--- config.mk ---
export PLATFORM = sky130hd
export DESIGN_NAME = uart_fifo_core
export DESIGN_NICKNAME = d
export VERILOG_FILES = /design/src/rtl/uart_fifo_core.sv
export SDC_FILE = /design/constraint.sdc
export NUM_CORES = 1
export LEC_CHECK = 0
export ABC_AREA = 1
export CAP_MARGIN = 20
export CORE_MARGIN = 2
export CORE_UTILIZATION = 60
export CTS_BUF_LIST = sky130_fd_sc_hd__clkbuf_16
export CTS_CLUSTER_DIAMETER = 50
export DETAILED_ROUTE_END_ITERATION = 6
export PLACE_DENSITY = 0.78
export SYNTH_ARGS = -nofsm -noshare
export SYNTH_HDL_FRONTEND = slang
export SYNTH_SLANG_ARGS = --single-unit
--- constraint.sdc ---
create_clock -name sysclk -period 8.49 [get_ports sysclk]
set_clock_uncertainty 0.2 [all_clocks]
set_input_delay 1.698 -clock sysclk [delete_from_list [all_inputs] [get_ports sysclk]]
set_output_delay 1.698 -clock sysclk [all_outputs]
set_load 0.05 [all_outputs]
--- src/rtl/uart_fifo_core.sv ---
// Full-duplex UART with TX/RX FIFOs, runtime parity/stop-bit config and one-cycle error pulses.
// Define UART_LOOPBACK_EN to add loopback_i, which feeds the TX bit into the RX path and idles tx_o.
module uart_fifo_core #(
  parameter int N       = 8,
  parameter int PSCALER = 1,
  parameter int DIV     = 10,
  parameter int FIFO_AW = 4
) (
  input  logic               sysclk,
  input  logic               reset_n,
`ifdef UART_LOOPBACK_EN
  input  logic               loopback_i,
`endif
  input  logic               parity_en_i,
  input  logic               parity_odd_i,
  input  logic               stop2_i,
  input  logic               tx_valid_i,
  input  logic [N-1:0]       tx_data_i,
  output logic               tx_ready_o,
  output logic               tx_o,
  output logic               tx_busy_o,
  output logic [FIFO_AW:0]   tx_level_o,
  input  logic               rx_i,
  output logic               rx_valid_o,
  output logic [N-1:0]       rx_data_o,
  input  logic               rx_ready_i,
  output logic [FIFO_AW:0]   rx_level_o,
  output logic               rx_parity_err_o,
  output logic               rx_frame_err_o,
  output logic               rx_overrun_o
);
  localparam int DEPTH     = 2 ** FIFO_AW;
  localparam int BIT_T     = PSCALER * DIV;
  localparam int HALF_LOAD = BIT_T - BIT_T / 2;
  localparam logic [15:0] PRE_LAST = 16'(PSCALER - 1);
  localparam logic [15:0] DIV_LAST = 16'(DIV - 1);
  localparam logic [15:0] HALF_PRE = 16'(HALF_LOAD % PSCALER);
  localparam logic [15:0] HALF_DIV = 16'(HALF_LOAD / PSCALER);
  localparam logic [FIFO_AW:0] FULL = (FIFO_AW + 1)'(DEPTH);
  localparam logic [3:0] LAST_BIT = 4'(N - 1);

  typedef enum logic [2:0] {TX_IDLE, TX_START, TX_DATA, TX_PARITY, TX_STOP} tx_state_e;
  typedef enum logic [2:0] {RX_IDLE, RX_START, RX_DATA, RX_PARITY, RX_STOP, RX_WAIT_HIGH} rx_state_e;

  logic [N-1:0]       txf_mem_q [DEPTH];
  logic [N-1:0]       rxf_mem_q [DEPTH];
  logic [FIFO_AW-1:0] txf_wr_q, txf_wr_d, txf_rd_q, txf_rd_d;
  logic [FIFO_AW-1:0] rxf_wr_q, rxf_wr_d, rxf_rd_q, rxf_rd_d;
  logic [FIFO_AW:0]   txf_lvl_q, txf_lvl_d, rxf_lvl_q, rxf_lvl_d;
  logic               txf_push, txf_pop, txf_nonempty, rxf_push, rxf_pop, rxf_ready;

  logic [15:0] tx_pre_q, tx_pre_d, tx_div_q, tx_div_d;
  logic [15:0] rx_pre_q, rx_pre_d, rx_div_q, rx_div_d;
  logic        tx_tick, rx_tick, tx_restart, rx_restart;

  tx_state_e   tx_state_q, tx_state_d;
  logic [N-1:0] tx_shift_q, tx_shift_d;
  logic [3:0]  tx_cnt_q, tx_cnt_d;
  logic        tx_par_en_q, tx_par_en_d, tx_par_bit_q, tx_par_bit_d;
  logic        tx_stop2_q, tx_stop2_d, tx_bit_q, tx_bit_d, tx_load;

  rx_state_e   rx_state_q, rx_state_d;
  logic [N-1:0] rx_shift_q, rx_shift_d;
  logic [3:0]  rx_cnt_q, rx_cnt_d;
  logic        rx_par_en_q, rx_par_en_d, rx_par_odd_q, rx_par_odd_d;
  logic        rx_par_bad_q, rx_par_bad_d;
  logic        rx_sync1_q, rx_sync2_q, rx_prev_q, rx_src;
  logic        rx_push, rx_par_err, rx_frame_err;

`ifdef UART_LOOPBACK_EN
  assign rx_src = loopback_i ? tx_bit_q : rx_i;
  assign tx_o   = loopback_i ? 1'b1 : tx_bit_q;
`else
  assign rx_src = rx_i;
  assign tx_o   = tx_bit_q;
`endif

  assign tx_ready_o   = (txf_lvl_q != FULL);
  assign txf_nonempty = (txf_lvl_q != '0);
  assign txf_push     = tx_valid_i && tx_ready_o;
  assign txf_pop      = tx_load;
  assign tx_level_o   = txf_lvl_q;
  assign tx_busy_o    = (tx_state_q != TX_IDLE) || txf_nonempty;

  assign rxf_ready       = (rxf_lvl_q != FULL);
  assign rx_valid_o      = (rxf_lvl_q != '0);
  assign rxf_pop         = rx_valid_o && rx_ready_i;
  assign rxf_push        = rx_push && rxf_ready;
  assign rx_data_o       = rx_valid_o ? rxf_mem_q[rxf_rd_q] : '0;
  assign rx_level_o      = rxf_lvl_q;
  assign rx_parity_err_o = rx_par_err;
  assign rx_frame_err_o  = rx_frame_err;
  assign rx_overrun_o    = rx_push && !rxf_ready;

  assign tx_tick = (tx_pre_q == PRE_LAST) && (tx_div_q == DIV_LAST);
  assign rx_tick = (rx_pre_q == PRE_LAST) && (rx_div_q == DIV_LAST);

  always_comb begin
    txf_wr_d  = txf_wr_q + FIFO_AW'(txf_push);
    txf_rd_d  = txf_rd_q + FIFO_AW'(txf_pop);
    txf_lvl_d = txf_lvl_q + (FIFO_AW + 1)'(txf_push) - (FIFO_AW + 1)'(txf_pop);
    rxf_wr_d  = rxf_wr_q + FIFO_AW'(rxf_push);
    rxf_rd_d  = rxf_rd_q + FIFO_AW'(rxf_pop);
    rxf_lvl_d = rxf_lvl_q + (FIFO_AW + 1)'(rxf_push) - (FIFO_AW + 1)'(rxf_pop);
  end

  // Prescaler feeds the divider; RX restarts half a bit in so every sample lands mid-bit.
  always_comb begin
    tx_pre_d = (tx_pre_q == PRE_LAST) ? '0 : tx_pre_q + 16'd1;
    tx_div_d = tx_div_q;
    if (tx_pre_q == PRE_LAST) tx_div_d = (tx_div_q == DIV_LAST) ? '0 : tx_div_q + 16'd1;
    if (tx_restart) begin
      tx_pre_d = '0;
      tx_div_d = '0;
    end
    rx_pre_d = (rx_pre_q == PRE_LAST) ? '0 : rx_pre_q + 16'd1;
    rx_div_d = rx_div_q;
    if (rx_pre_q == PRE_LAST) rx_div_d = (rx_div_q == DIV_LAST) ? '0 : rx_div_q + 16'd1;
    if (rx_restart) begin
      rx_pre_d = HALF_PRE;
      rx_div_d = HALF_DIV;
    end
  end

  always_comb begin
    tx_state_d   = tx_state_q;
    tx_shift_d   = tx_shift_q;
    tx_cnt_d     = tx_cnt_q;
    tx_par_en_d  = tx_par_en_q;
    tx_par_bit_d = tx_par_bit_q;
    tx_stop2_d   = tx_stop2_q;
    tx_load      = 1'b0;
    case (tx_state_q)
      TX_IDLE:   if (txf_nonempty) tx_load = 1'b1;
      TX_START:  if (tx_tick) begin
                   tx_state_d = TX_DATA;
                   tx_cnt_d   = '0;
                 end
      TX_DATA:   if (tx_tick) begin
                   tx_shift_d = tx_shift_q >> 1;
                   if (tx_cnt_q == LAST_BIT) begin
                     tx_state_d = tx_par_en_q ? TX_PARITY : TX_STOP;
                     tx_cnt_d   = '0;
                   end else begin
                     tx_cnt_d = tx_cnt_q + 4'd1;
                   end
                 end
      TX_PARITY: if (tx_tick) tx_state_d = TX_STOP;
      TX_STOP:   if (tx_tick) begin
                   if (tx_stop2_q && tx_cnt_q == 4'd0) tx_cnt_d = 4'd1;
                   else if (txf_nonempty) tx_load = 1'b1;
                   else tx_state_d = TX_IDLE;
                 end
      default:   tx_state_d = TX_IDLE;
    endcase
    // A new frame snapshots data and line config so mid-frame config changes cannot corrupt it.
    if (tx_load) begin
      tx_state_d   = TX_START;
      tx_shift_d   = txf_mem_q[txf_rd_q];
      tx_cnt_d     = '0;
      tx_par_en_d  = parity_en_i;
      tx_par_bit_d = (^txf_mem_q[txf_rd_q]) ^ parity_odd_i;
      tx_stop2_d   = stop2_i;
    end
    tx_restart = tx_load;
    case (tx_state_q)
      TX_START:  tx_bit_d = 1'b0;
      TX_DATA:   tx_bit_d = tx_shift_q[0];
      TX_PARITY: tx_bit_d = tx_par_bit_q;
      default:   tx_bit_d = 1'b1;
    endcase
  end

  always_comb begin
    rx_state_d   = rx_state_q;
    rx_shift_d   = rx_shift_q;
    rx_cnt_d     = rx_cnt_q;
    rx_par_en_d  = rx_par_en_q;
    rx_par_odd_d = rx_par_odd_q;
    rx_par_bad_d = rx_par_bad_q;
    rx_restart   = 1'b0;
    rx_push      = 1'b0;
    rx_par_err   = 1'b0;
    rx_frame_err = 1'b0;
    case (rx_state_q)
      RX_IDLE:      if (rx_prev_q && !rx_sync2_q) begin
                      rx_restart   = 1'b1;
                      rx_state_d   = RX_START;
                      rx_par_en_d  = parity_en_i;
                      rx_par_odd_d = parity_odd_i;
                      rx_par_bad_d = 1'b0;
                    end
      RX_START:     if (rx_tick) begin
                      rx_state_d = rx_sync2_q ? RX_IDLE : RX_DATA;
                      rx_cnt_d   = '0;
                    end
      RX_DATA:      if (rx_tick) begin
                      rx_shift_d = {rx_sync2_q, rx_shift_q[N-1:1]};
                      if (rx_cnt_q == LAST_BIT) rx_state_d = rx_par_en_q ? RX_PARITY : RX_STOP;
                      else rx_cnt_d = rx_cnt_q + 4'd1;
                    end
      RX_PARITY:    if (rx_tick) begin
                      rx_par_bad_d = rx_sync2_q ^ (^rx_shift_q) ^ rx_par_odd_q;
                      rx_state_d   = RX_STOP;
                    end
      RX_STOP:      if (rx_tick) begin
                      if (!rx_sync2_q) begin
                        rx_frame_err = 1'b1;
                        rx_state_d   = RX_WAIT_HIGH;
                      end else begin
                        rx_push    = 1'b1;
                        rx_par_err = rx_par_bad_q;
                        rx_state_d = RX_IDLE;
                      end
                    end
      RX_WAIT_HIGH: if (rx_sync2_q) rx_state_d = RX_IDLE;
      default:      rx_state_d = RX_IDLE;
    endcase
  end

  always_ff @(posedge sysclk) begin
    if (txf_push) txf_mem_q[txf_wr_q] <= tx_data_i;
    if (rxf_push) rxf_mem_q[rxf_wr_q] <= rx_shift_q;
  end

  always_ff @(posedge sysclk or negedge reset_n) begin
    if (!reset_n) begin
      txf_wr_q <= '0; txf_rd_q <= '0; txf_lvl_q <= '0;
      rxf_wr_q <= '0; rxf_rd_q <= '0; rxf_lvl_q <= '0;
      tx_pre_q <= '0; tx_div_q <= '0; rx_pre_q <= '0; rx_div_q <= '0;
      tx_state_q <= TX_IDLE; tx_shift_q <= '0; tx_cnt_q <= '0;
      tx_par_en_q <= 1'b0; tx_par_bit_q <= 1'b0; tx_stop2_q <= 1'b0; tx_bit_q <= 1'b1;
      rx_state_q <= RX_IDLE; rx_shift_q <= '0; rx_cnt_q <= '0;
      rx_par_en_q <= 1'b0; rx_par_odd_q <= 1'b0; rx_par_bad_q <= 1'b0;
      rx_sync1_q <= 1'b1; rx_sync2_q <= 1'b1; rx_prev_q <= 1'b1;
    end else begin
      txf_wr_q <= txf_wr_d; txf_rd_q <= txf_rd_d; txf_lvl_q <= txf_lvl_d;
      rxf_wr_q <= rxf_wr_d; rxf_rd_q <= rxf_rd_d; rxf_lvl_q <= rxf_lvl_d;
      tx_pre_q <= tx_pre_d; tx_div_q <= tx_div_d; rx_pre_q <= rx_pre_d; rx_div_q <= rx_div_d;
      tx_state_q <= tx_state_d; tx_shift_q <= tx_shift_d; tx_cnt_q <= tx_cnt_d;
      tx_par_en_q <= tx_par_en_d; tx_par_bit_q <= tx_par_bit_d; tx_stop2_q <= tx_stop2_d;
      tx_bit_q <= tx_bit_d;
      rx_state_q <= rx_state_d; rx_shift_q <= rx_shift_d; rx_cnt_q <= rx_cnt_d;
      rx_par_en_q <= rx_par_en_d; rx_par_odd_q <= rx_par_odd_d; rx_par_bad_q <= rx_par_bad_d;
      rx_sync1_q <= rx_src; rx_sync2_q <= rx_sync1_q; rx_prev_q <= rx_sync2_q;
    end
  end
endmodule

# Word-level counts from Yosys, hierarchy flattened
# Memory sizes are Yosys's and may differ from the RTL's.
# Cells that the tools add are included.
# word_totals
reg_bits,130
mem_bits_rw,256
in_bits,16
output_inout_bits,25
mem_count,2
# op_classes
n_addsub,14
eq_ne,32
n_mux,69
n_bitwise,3
n_reduce_logical,36
# memory_table
name,words,width,rd,rd_clocked_by_memory_dff,wr,line,rtl
rxf_mem_q,16,8,1,0,1,46,logic [N-1:0] rxf_mem_q [DEPTH];
txf_mem_q,16,8,1,0,1,45,logic [N-1:0] txf_mem_q [DEPTH];
# op_table
op,count
$mux 16,10
$add 16x1->16 const B,4
$mux 3,18
$mux 4,9
$eq 16x4->1 const B,2
$logic_not 16->1,2
$mux 8,4
$ne 3x3->1 const B,8
$mux 1,20
$ne 2x2->1 const B,9
$pmux 3 s6,1
$add 4x1->4,4
$reduce_xor 8->1,2
$pmux 3 s5,1
$eq 3x2->1 const B,4
$pmux 4 s3,1
$reduce_bool 2->1,6
$add 5x1->5,2
$ne 5x5->1 const B,2
$reduce_bool 5->1,2
$sub 5x1->5,2
$eq 3x3->1 const B,3
$add 4x1->4 const B,2
$eq 4x3->1 const B,2
other kinds (19),34

# Logic depth before layout (Yosys ltp)
# logic_depth
word_depth,7
depth_mapped,21

# Worst setup path after synthesis
# Ideal clock, no wire load.
# synth_timing
kind,reg2out
start,register rxf_rd_q[0]
end,output rx_data_o[0]
arrival_ns,2.494
required_time_ns,6.592
slack_ns,4.098
path_stages_with_launch,7
cell_sequence,dfrtp_1 clkbuf_1 clkbuf_1 o21ai_0 o22ai_1 a21oi_1 a211oi_1
# synth_between
elab_chain_cells,2
# synth_lines
item,line,rtl
"start, declared",48,"logic [FIFO_AW-1:0] rxf_wr_q, rxf_wr_d, rxf_rd_q, rxf_rd_d;"
"start signal, assigned",238,rxf_wr_q <= rxf_wr_d; rxf_rd_q <= rxf_rd_d; rxf_lvl_q <= rxf_lvl_d;
$mem_v2 16x8,-,
$mux 8,89,assign rx_data_o = rx_valid_o ? rxf_mem_q[rxf_rd_q] : '0;
"end, declared",25,"output logic [N-1:0] rx_data_o,"
# No other way between the ends.

# Worst setup path in the final report
# layout_timing
start,register rxf_rd_q[0]
end,output rx_data_o[4]
# Same word-level chain as after synthesis.

==> flow_summary.ini <==
[status]
status = completed

[clock_network]
post_cts_resized = 0
root_buffer = clkbuf_16
hold_buffers = 0
cts_tree = done
clk_latency_ns = 0.53
cts.sinks = 386
htreeDepth = 2
clk_pin_slew_ns = 0.06
cts-buffers-inserted = 42
post_cts_buffers = 0
ctsLongestPathBuffers = 3

[setup_path]
rrSetupSlack_ns = 4.67
cp.arrival_ns = 3.65
slowest_stage = clkdlybuf4s50_1
path_delay_family = buffers and inverters
critPathLaunchType = register
critical_path_class = register to output pin
startpoint = rxf_rd_q[0]$_DFF_PN0_
cp.required_ns = 6.59
r2r_start = tx_pre_q[6]$_DFF_PN0_
reg2reg_depth = 15
cp_max_fo = 66
reg2reg_to = tx_level_o[4]$_DFF_PN0_
worst_setup_path_end_kind = output pin
critical_path.max_stage_delay_ns = 0.87
crit_chain = buf_4, inv_1, buf_16, o21ai_0, o22ai_1, nand2_1, a211oi_1, clkdlybuf4s50_1
critPathBufInv = 4

[detailed_routing]
via_per_inst = 5.67
drtPass1Iterations = 6
drt_iter0_drc = 1090
routed_wl_um = 37200
ant_nets = 0
vias = 12300
wl_per_cell_um = 17.1
drc_errors = 0

[grt]
antenna_found_initial = 0
grt_pass1_wl_um = 60500
grt_max_degree = 78
grt_pass1_vias = 12100
grt_usage_pct = 24.8
overflow = 0

[timing]
min_period_ns = 5.55
worstMarginPinSlew_ns = 1.09
grt_setup_unrepaired = no
fin_tns_setup_ns = 0
slew_violations = 0
setup_viol = 0
timing.final.crit_share_pct = 65.3
max_freq_mhz = 180
hold_violations = 0
fin_hold_ws_ns = 0.172
timing.final.ws_setup_ns = 2.94
slew_headroom_pct = 27.2

[finish]
nNetsFinal = 1806
area_delta_synth_final_pct = 12.2
final_layout_size_suffix_gt1_share_pct = 6.70
final_core_util_pct = 68.3
antenna_cells = 0

[logic_synthesis]
ys.flop_type = edfxtp_1
synth_nets = 1765
syn-cell-area_um2 = 17500
yosysSeqAreaShare_pct = 62.7
avgSynthCellArea_um2 = 10.2
ys_types = 55
synth_edf_count = 256
netlist_instances = 1716
ys_async_sr_fraction_pct = 33.7
ys_ff_latch = 386
yosys_warnings = 0

[floorplanning]
die_w_um = 175
core.rowCount = 62
die_y_um = 175
coreArea_um2 = 28700
die_area_um2 = 30500
io_pins = 41
start_util_pct = 60.9

[min_path]
hold_path_class = register to register
hp-start = rx_sync1_q$_DFF_PN1_
min_path_cells = 0
worst_hold_path.endpoint = rx_sync2_q$_DFF_PN1_

[placement]
place.gp.congestion = 0.916
post-place-ws_ns = 3.09
hpwl_um = 23500
io_buffers = 40

[pwr]
power_uw = 5290
powerDensity_nw_per_um2 = 270
irDropWorstVdd_v = 0.000264
leakagePower_uw = 0.00801

[flow_run]
cap_violations = 0
## layout by cell type (no fill, tap or decap), types with 11 or more instances in the layout
cell type / count
a21oi_1: 59
clkbuf_16: 43
clkdlybuf4s50_1: 39
clkinv_1: 11
dfrtp_1: 124
edfxtp_1: 256
ha_1: 31
inv_1: 205
mux2i_1: 16
nand2_1: 326
nand3_1: 119
nand4_1: 15
nor2_1: 190
nor3_1: 48
nor3_2: 12
o21ai_0: 103
o21ai_1: 14
o22ai_1: 21
xor2_1: 23
## synthesized netlist by cell type, types with 3 or more instances
| cell | count | share of area, % |
|---|---|---|
| xnor2_1 | 10 | 0.50 |
| dfrtp_1 | 126 | 18 |
| o22ai_1 | 21 | 0.75 |
| edfxtp_1 | 256 | 44 |
| a31oi_1 | 7 | 0.25 |
| o21ai_1 | 14 | 0.40 |
| o21ai_0 | 103 | 3.0 |
| nand2_1 | 326 | 7.0 |
| nor2_1 | 190 | 4.1 |
| o211ai_1 | 7 | 0.30 |
| nor2_2 | 4 | 0.14 |
| nor3_2 | 10 | 0.57 |
| nor4_1 | 4 | 0.14 |
| dfstp_2 | 4 | 0.60 |
| o21a_1 | 6 | 0.26 |
| clkinv_1 | 5 | 0.11 |
| inv_2 | 10 | 0.21 |
| buf_2 | 11 | 0.32 |
| nor3_1 | 50 | 1.4 |
| ha_1 | 31 | 2.2 |
| clkbuf_1 | 37 | 0.80 |
| nand3_1 | 119 | 3.4 |
| buf_1 | 3 | 0.064 |
| nand4_1 | 15 | 0.54 |
| mux2i_1 | 16 | 0.92 |
| inv_1 | 193 | 4.1 |
| o221ai_1 | 8 | 0.40 |
| a211oi_1 | 10 | 0.43 |
| nand2_2 | 4 | 0.14 |
| xor2_1 | 23 | 1.2 |
| a21oi_1 | 59 | 1.7 |
| nor3b_1 | 5 | 0.21 |
## how the worst max path moves through the flow
stage / depth (start not counted) / end / slack (ns)
global route: 8 / rx_data_o[4] / 2.80
floorplan: 6 / rx_data_o[0] / 4.10
detailed placement: 7 / rx_data_o[4] / 3.09
finish: 8 / rx_data_o[4] / 2.94
CTS: 7 / rx_data_o[4] / 2.50
global placement: 7 / rx_data_o[4] / 3.34
## routing by layer
metal | GRT usage (%) | share of wire [%]
met1 | 32.1 | 40
met3 | 3.79 | 7.0
met4 | 10.0 | 3.7
met2 | 42.4 | 49
met5 | 0 | 0
## registers in the layout, summed over array words and instances, names as in the netlist, 3 cells and up
signal      flops
rxf_mem_q     128
txf_mem_q     128
tx_cnt_q        4
tx_state_q      3
rx_state_q      3
rx_shift_q      8
tx_div_q       16
rxf_rd_q        4
rx_level_o      5
txf_rd_q        4
tx_pre_q       16
rxf_wr_q        4
rx_cnt_q        4
tx_level_o      5
rx_div_q       16
txf_wr_q        4
tx_shift_q      8
rx_pre_q       16
## cell families after synthesis
logic type                 count (synthesis)  share of synthesized area (%)
adders and majority gates                 33                           2.45
buffers and inverters                    263                           5.86
DFF                                      386                           62.7
muxes                                     16                          0.917
AOI/OAI and AO/OA                        244                           7.90
xor gates and xnor gates                  33                           1.65
and+or+nand+nor                          741                           18.6
## per-stage QoR
step / cells / cell area, um2
2_1_floorplan: 1716 / 17500
3_3_place_gp: 2095 / 18200
3_5_place_dp: 2095 / 18200
4_1_cts: 2172 / 19600
5_1_grt: 2174 / 19600
6_report: 2174 / 19600
## final cells by class
type / count / area, um2
Clock buffer: 43 / 1080
Clock inverter: 34 / 297
Fill cell: 2064 / 9100
Inverter: 208 / 781
Multi-Input combinational cell: 1067 / 5510
Sequential cell: 386 / 10900
Tap cell: 384 / 480
Timing Repair Buffer: 52 / 512
## report_power, final
group / internal (uW) / total, uW / switching [uW]
clock: 1070 / 1790 / 718
sequential: 2160 / 2270 / 116
combinational: 404 / 1220 / 819
total: 3640 / 5290 / 1650
(Power assumes the default switching activity.)
